==> src/rtl/lc3b_types.sv <==
// Shared LC-3b types: word type, memory-op opcodes and MEM-stage FSM states.
package lc3b_types;

    typedef logic [15:0] lc3b_word;

    typedef enum logic [3:0] {
        OP_LDB = 4'b0010,
        OP_STB = 4'b0011,
        OP_LDR = 4'b0110,
        OP_STR = 4'b0111,
        OP_LDI = 4'b1010,
        OP_STI = 4'b1011
    } lc3b_opcode;

    typedef enum logic [1:0] {
        IDLE    = 2'd0,
        ACCESS1 = 2'd1,
        ACCESS2 = 2'd2,
        DONE    = 2'd3
    } mem_stage_state_t;

endpackage

==> src/rtl/mem_align.sv <==
// Byte-lane steering between the pipeline and the 16-bit data memory.
// Combinational: load byte select/sign-extend, store mask and lane replication.
import lc3b_types::*;

module mem_align (
    input  logic       byte_op,
    input  logic       wr,
    input  logic       addr_lsb,
    input  lc3b_word   store_data,
    input  lc3b_word   rdata,
    output logic [1:0] wmask,
    output lc3b_word   wdata,
    output lc3b_word   load_data
);

    logic [7:0] sel_byte;

    always_comb begin
        wmask = 2'b00;
        if (wr) begin
            wmask = byte_op ? (addr_lsb ? 2'b10 : 2'b01) : 2'b11;
        end
        wdata     = byte_op ? {2{store_data[7:0]}} : store_data;
        sel_byte  = addr_lsb ? rdata[15:8] : rdata[7:0];
        load_data = byte_op ? {{8{sel_byte[7]}}, sel_byte} : rdata;
    end

endmodule

==> src/rtl/mem_stage.sv <==
// LC-3b MEM stage: sequences single and indirect data-memory accesses.
// Stalls upstream from memory-op detection until the final response; DONE releases it.
import lc3b_types::*;

module mem_stage (
    input  logic       clk,
    input  logic       rst_n,
    input  logic       mem_valid,
    input  lc3b_word   mem_ir,
    input  lc3b_word   mem_address,
    input  lc3b_word   mem_store_data,
    input  lc3b_word   dmem_rdata,
    input  logic       dmem_resp,
    output lc3b_word   dmem_address,
    output logic       dmem_read,
    output logic       dmem_write,
    output logic [1:0] dmem_wmask,
    output lc3b_word   dmem_wdata,
    output lc3b_word   wb_mem_data,
    output logic       mem_stall
);

    mem_stage_state_t state_q, state_d;
    lc3b_word         ptr_q, ptr_d;
    lc3b_word         wb_q, wb_d;

    logic       is_mem, is_byte, is_store, is_ind;
    logic       req_rd, req_wr, req_byte;
    lc3b_word   req_addr, load_data;
    logic       unused_ir;

    assign unused_ir = ^mem_ir[11:0];

    always_comb begin
        is_mem   = 1'b1;
        is_byte  = 1'b0;
        is_store = 1'b0;
        is_ind   = 1'b0;
        case (mem_ir[15:12])
            OP_LDB:  is_byte = 1'b1;
            OP_STB:  begin is_byte = 1'b1; is_store = 1'b1; end
            OP_LDR:  ;
            OP_STR:  is_store = 1'b1;
            OP_LDI:  is_ind = 1'b1;
            OP_STI:  begin is_ind = 1'b1; is_store = 1'b1; end
            default: is_mem = 1'b0;
        endcase
    end

    // Request outputs depend only on registered state and the held EX/MEM slot.
    always_comb begin
        req_rd    = 1'b0;
        req_wr    = 1'b0;
        req_byte  = 1'b0;
        req_addr  = mem_address;
        mem_stall = 1'b0;
        case (state_q)
            IDLE: mem_stall = mem_valid && is_mem;
            ACCESS1: begin
                mem_stall = 1'b1;
                req_byte  = is_byte;
                req_wr    = is_store && !is_ind;
                req_rd    = !(is_store && !is_ind);
            end
            ACCESS2: begin
                mem_stall = 1'b1;
                req_addr  = ptr_q;
                req_wr    = is_store;
                req_rd    = !is_store;
            end
            default: ;
        endcase
    end

    mem_align u_align (
        .byte_op    (req_byte),
        .wr         (req_wr),
        .addr_lsb   (req_addr[0]),
        .store_data (mem_store_data),
        .rdata      (dmem_rdata),
        .wmask      (dmem_wmask),
        .wdata      (dmem_wdata),
        .load_data  (load_data)
    );

    assign dmem_address = {req_addr[15:1], 1'b0};
    assign dmem_read    = req_rd;
    assign dmem_write   = req_wr;
    assign wb_mem_data  = wb_q;

    always_comb begin
        state_d = state_q;
        ptr_d   = ptr_q;
        wb_d    = wb_q;
        case (state_q)
            IDLE: if (mem_valid && is_mem) state_d = ACCESS1;
            ACCESS1: if (dmem_resp) begin
                if (is_ind) begin
                    ptr_d   = dmem_rdata;
                    state_d = ACCESS2;
                end else begin
                    if (!is_store) wb_d = load_data;
                    state_d = DONE;
                end
            end
            ACCESS2: if (dmem_resp) begin
                if (!is_store) wb_d = load_data;
                state_d = DONE;
            end
            default: state_d = IDLE;
        endcase
    end

    always_ff @(posedge clk or negedge rst_n) begin
        if (!rst_n) begin
            state_q <= IDLE;
            ptr_q   <= '0;
            wb_q    <= '0;
        end else begin
            state_q <= state_d;
            ptr_q   <= ptr_d;
            wb_q    <= wb_d;
        end
    end

endmodule

==> config.mk <==
export PLATFORM = sky130hd
export DESIGN_NAME = mem_stage
export DESIGN_NICKNAME = d
export VERILOG_FILES = /design/src/rtl/lc3b_types.sv /design/src/rtl/mem_align.sv /design/src/rtl/mem_stage.sv
export SDC_FILE = /design/constraint.sdc
export NUM_CORES = 1
export LEC_CHECK = 0
export CORE_AREA = 2 2 76 78
export CTS_CLUSTER_SIZE = 30
export DETAILED_ROUTE_END_ITERATION = 10
export DIE_AREA = 0 0 78 80
export PLACE_DENSITY = 0.8
export SLEW_MARGIN = 20
export SYNTH_ARGS = -nofsm -noshare
export SYNTH_HDL_FRONTEND = slang
export SYNTH_SLANG_ARGS = --single-unit
==> constraint.sdc <==
create_clock -name clk -period 3 [get_ports clk]
set_clock_uncertainty 0.15 [all_clocks]
set_input_delay 0.6 -clock clk [delete_from_list [all_inputs] [get_ports clk]]
set_output_delay 0.6 -clock clk [all_outputs]
set_load 0.01 [all_outputs]
# == Word level (Yosys, flattened, before mapping) ==
# Index checks and enable logic that the tools add are counted.
# word_totals
register_bits,34
latchBits,0
mem_bits_rw,0
romBits,0
inputBits,68
output_inout_bits,53
memories,0
# op_classes
addsub,0
mul,0
div_mod_pow,0
n_lt_le_gt_ge,0
n_eq_ne,12
shift,0
n_mux,25
n_bitwise,0
n_reduce_logical,15
# op_table
op,count
16-bit two-way mux,7
16-bit one-hot mux with 2 select lines,1
2-bit two-way mux,6
"4-bit by 2-bit == test with 1-bit output, second input constant",2
"4-bit by 3-bit == test with 1-bit output, second input constant",2
"4-bit == test, second input constant",2
8-bit two-way mux,1
"2-bit inequality test, second input constant",4
1-bit two-way mux,6
1-bit one-hot mux with 2 select lines,3
2-bit one-hot mux with 3 select lines,1
3-bit AND reduction,2
2-bit OR reduction,3
6-bit OR reduction,1
4-bit AND reduction,1
1-bit logical NOT,3
3-bit OR reduction,1
"2-bit by 1-bit == test with 1-bit output, second input constant",1
"2-bit == test, second input constant",1
1-bit logical AND,2
2-bit logical NOT,1
2-bit nonzero test,1

# == Depth between registers and ports, before layout ==
# depth
word_depth,9
mapped_depth,8

# == Cells and area by module ==
# Synthesis repeated with hierarchy kept, for this count alone.
# unflattened
cells_unflattened,184
hier_area_um2,2220.9
# modules_own_cells
mod,n_inst,cells_per_inst,area_each_um2,seq_area_each_um2
mem_stage,1,137,1836.8,850.8
mem_align,1,47,384.1,0.0

# == Worst setup path before layout ==
# OpenSTA, ideal clock, no wires.
# synth_path
path_kind,reg-to-output
startpoint,register state_q[1]
endpoint,output port dmem_wdata[10]
arrival_ns,1.582
required_time_ns,2.250
setup_slack_ns,0.668
path_stages_with_launch,7
path_buffers,2
path_cell_list,dfrtp_1 inv_1 ha_1 clkbuf_2 and4bb_2 buf_2 mux2_2
# synth_between
elab_chain_cells,3
# synth_rtl
item,line_no,rtl
start: declaration,mem_stage.sv:23,"mem_stage_state_t state_q, state_d;"
start signal: assignment,mem_stage.sv:120,state_q <= state_d;
2-bit by 1-bit == test with 1-bit output,mem_stage.sv:57,case (state_q)
1-bit two-way mux,mem_stage.sv:57,
16-bit two-way mux,mem_align.sv:23,wdata = byte_op ? {2{store_data[7:0]}} : store_data;
end: declaration,mem_stage.sv:18,"output lc3b_word dmem_wdata,"
# Every way passes these cells.

# == Final worst setup path ==
# layout_path
startpoint,input port mem_ir[13]
endpoint,output port dmem_write
# layout_between
elab_chain_cells,6
# layout_rtl
item,line_no,rtl
start: declaration,mem_stage.sv:9,"input lc3b_word mem_ir,"
4-bit == test,mem_stage.sv:39,case (mem_ir[15:12])
2-bit OR reduction (no source line),n/a,
1-bit two-way mux,mem_stage.sv:39,
1-bit logical NOT,mem_stage.sv:62,req_wr = is_store && !is_ind;
1-bit logical AND,mem_stage.sv:62,
1-bit one-hot mux with 2 select lines (*),mem_stage.sv:57,
end: declaration,mem_stage.sv:16,"output logic dmem_write,"
# Mark *: on every way between the ends. The rest lies on a longest branch, timed or not.

==> flow_results.org <==
** Timing
- Final critical-path share of the clock period :: 0.9811
- Setup repair after global routing could not meet its margin everywhere.
- The max-slew violation count is 0.
- The final-report hold violation count was 0.
- For the finished layout, the period the worst path requires is 2.943 ns.
- Measured against its own limit, the worst slew margin works out to 0.5002.
- Derived from the worst setup path, the maximum achievable clock frequency is 0.3397 GHz.
- Adding up every negative setup slack in the final design gives 0 ns.
- On the final layout, the worst hold slack is between 0.2 and 0.25 ns.
- Transition time at the pin with the least slew margin :: 0.7497 ns
- Final setup margin :: approximately 0.057 ns
- Setup violations remaining at the end of the flow were counted as 0.

** Yosys
- Proportion of synthesized flip-flops having asynchronous set or reset :: 1.000
- Number of nets produced by synthesis :: 252
- Each instance of the synthesized netlist takes up on average 11.11 sq um.
- Largest cells by area after synthesis :: dfrtp_1 (43%), mux2_2 (23%), mux2i_1 (5.0%)
- The share of synthesized area in the top cell type comes to 0.4255.
- Sequential share of the synthesized area :: 0.4255
- The mapped netlist covers 1999 sq um.
- Number of distinct library cells after synthesis :: 31
- Gate Count Post-Synth :: 180
- In the synthesized netlist the dominant register cell turns out to be dfrtp_1.
- Ranking of synthesized cells by instance count :: mux2_2 (41), dfrtp_1 (34), nand2_1 (20), a21oi_1 (12), buf_4 (12)
- Summed over all instances, the cell type with the most area after synthesis is dfrtp_1.
- Number of register bits inferred by synthesis :: 34
- Among all cell types in the netlist, the one instantiated most often is mux2_2.
- Number of enable flip-flop cells after synthesis :: 0
- For this run, the number of Yosys warnings is 0.

** CTS
- The longest clock path from root to sink contains 2 buffers.
- CTS tree :: done
- Number of hold-repair buffers added at the cts stage :: 0
- For the worst-skew pair, the clock arrives at the later sink with an insertion delay of 0.28 ns.
- Clock-pin transition on the worst setup and hold timing paths :: roughly 0.070 ns
- Number of CTS-inserted buffers :: 5
- CTS HTree Levels :: 2
- Root buffer selected by CTS :: clkbuf_8
- Total clock sinks :: 34

** Critical path
- Critical Path Sink Type :: output port
- Max incr delay on CP :: 0.52 ns
- STA classifies the critical path startpoint as an input pin.
- Top fanout value on the critical path :: 6
- Family of cells with the greatest summed delay on the critical path :: buffers and inverters
- Buffers & Inverters on Critical Path :: 4
- Worst path slowest cell :: clkdlybuf4s50_1
- Arrival time of data at the critical path endpoint :: around 2.2 ns
- Critical Setup Path Class :: input pin to output port
- Most used cell, CP :: clkdlybuf4s50_1
- Data on the critical path is required at its endpoint by 2.25 ns.
- Walking the worst path, the cells encountered are clkdlybuf4s50_1 > buf_4 > a21boi_2 > nand4b_1 > inv_1 > clkdlybuf4s50_1.

** Global routing
- Number of antenna violations at the first check in global routing :: 0
- Vias in the first global route :: around 1,800
- Global router's overall resource usage :: 0.1739
- Largest net degree at the start of global routing :: 35
- The first global-routing pass estimated 8.404 mm of wire.
- Remaining global-route overflow :: 0

** Drt
- The detailed router used layers up to and including met4.
- The first detailed-routing pass took 4 iterations.
- For this block, the initial DRC count from the detailed router was 31.
- The routed design uses 491 um of met3 wire.
- DR vias :: 1,768
- Detailed-route DRC error count :: 0
- In the final routed layout, each cell accounts on average for 14.79 um.
- Once detail routing completed, the nets flagged for antenna violations numbered 0.
- Wire segments on met2 add up to 2.549 mm in the final route.
- The final layout contains routed wiring with a total length of 5.385 mm.
- Via density per instance :: 4.857
- The detailed router put a total of 2.292 mm of wire on met1.

** Floorplanning
- The die covers 6240 sq um.
- In this run the core area contains 27 standard-cell rows.
- The core region is between 5000 and 6000 sq um.
- The initial utilization of the core area, before any placement, comes to 0.3699.
- IO Count :: 121
- From bottom edge to top edge, the die measures ~80 um.
- The floorplan step set the die width to 78 um.

** Worst hold path
- Worst hold path class :: input pin to asynchronous set/reset pin

** Final layout
- Area taken by multi-input logic gates :: 1039 sq um
- Non-filler cells, final :: 364
- Registers take approximately 850 sq um.
- The finished cells cover 3236 sq um.
- At the end of the flow, the number of nets in the layout was approximately 360.
- Share of cells above drive strength 1 :: 0.2466
- Count of fill cells added during filler insertion :: 478
- The area growth from synthesis to layout is 61.83%.
- Fraction of the core area covered by cells at the end of the flow :: 0.5986
- 0 antenna diodes ended up in the layout.

** Power and ir drop
- The design draws 2.681 mW.
- Power Dens Cells :: 828.5 nW/um^2
- Across the VDD grid, the largest voltage drop is 392.5 uV.
- In this run the static leakage power is ~1.4 nW.

** Run
- The tool flagged a number of max-cap violations equal to 0.

** Placement
- In this run the cell area measured after placement is 3141 sq um.
- Number of buffer cells added on primary ports :: 107
- Once detailed placement completed, the half-perimeter wirelength came to 4.115 mm.
- Including well taps, the total number of placed cells is around 360.
- Before CTS, the worst setup slack after placement is -0.1057 ns.
- The congestion estimate from routability-driven global placement came to 0.8503.

** Run status
- Result of the run :: finished, final reports clean
cells by family after synthesis:
kind of cell / Yosys count / share of synthesized area
compound gates: 31 / 0.1026
fa+ha+maj: 4 / 0.02503
buf+inv: 19 / 0.06070
flops: 34 / 0.4255
mux: 52 / 0.2866
other cells: 1 / 0.001876
simple gates: 39 / 0.09762
layout by cell type, fill, tap and decap left out:
cell and instances:
a21bo_2 1, and4bb_4 1, o211a_1 1, o21ai_0 8, o21ba_2 1, a31oi_1 1
nand3b_1 2, o21bai_1 1, conb_1 1, dlygate4sd2_1 11, a221o_1 1, buf_6 1
a21oi_2 1, clkinv_2 1, clkbuf_1 1, nor3_2 1, inv_1 3, nand3b_4 1
ha_2 1, o211ai_4 1, ha_1 3, nor2_1 11, nor2_4 1, clkdlybuf4s50_1 95
dfrtp_1 34, mux2_1 1, mux2i_1 10, clkbuf_8 6, buf_2 1, nand4b_1 1
nor4_1 1, mux2_2 41, nand2_1 20, a21boi_2 1, o21ai_1 2, a21oi_1 12
buf_4 12
worst reg2reg max path, delay by kind of cell (launching register included):
| kind | cells | cell delay (ns) |
|---|---|---|
| buf+inv | 1 | 0.11 |
| fa+ha+maj | 1 | 0.24 |
| mux | 2 | 0.79 |
| flops | 1 | 0.43 |
| compound gates | 2 | 0.46 |
repair_timing:
item | 4_1_cts | 5_1_grt
gates resized for setup | 12 | 2
endpoints found under the hold margin | 0 | 0
buffers inserted | 0 | 1
setup endpoints to repair | 11 | 9
layer usage:
layer	up-vias	track usage
met1	827	0.1963
met5	-	0
met2	86	0.3207
met3	6	0.05204
li1	849	-
met4	0	0.04211
state kept, by name, indices dropped and copies added (netlist names):
register	count
state_q	2
ptr_q	16
wb_mem_data	16
power by group:
| part | leakage (nW) | switching [mW] | total, mW | internal (mW) |
|---|---|---|---|---|
| registers | 0.421 | 0.115 | 0.789 | 0.674 |
| clock network | 0.0482 | 0.159 | 0.344 | 0.185 |
| logic | 0.929 | 0.680 | 1.55 | 0.868 |
| total | 1.40 | 0.953 | 2.68 | 1.73 |
layout make-up:
cell class / instances / area share
Inverter: 3 / 0.003480
Sequential cell: 34 / 0.2630
Tap cell: 72 / 0.02784
Timing Repair Buffer: 120 / 0.3565
Multi-Input combinational cell: 127 / 0.3210
Clock buffer: 7 / 0.02668
Clock inverter: 1 / 0.001547
worst paths after layout:
path                                    to  depth (start not counted)  slack, ns            from
setup / recovery                dmem_write                          6       0.06      mem_ir[13]
hold / removal                    ptr_q[1]                          1       0.23           rst_n
setup reg to reg           wb_mem_data[10]                          6       0.70      state_q[0]
hold reg to reg             wb_mem_data[4]                          2       0.34  wb_mem_data[4]
max in group asynchronous  wb_mem_data[10]                          1       1.99           rst_n
min in group clk            wb_mem_data[4]                          2       0.34  wb_mem_data[4]
(Power assumes the default switching activity.)
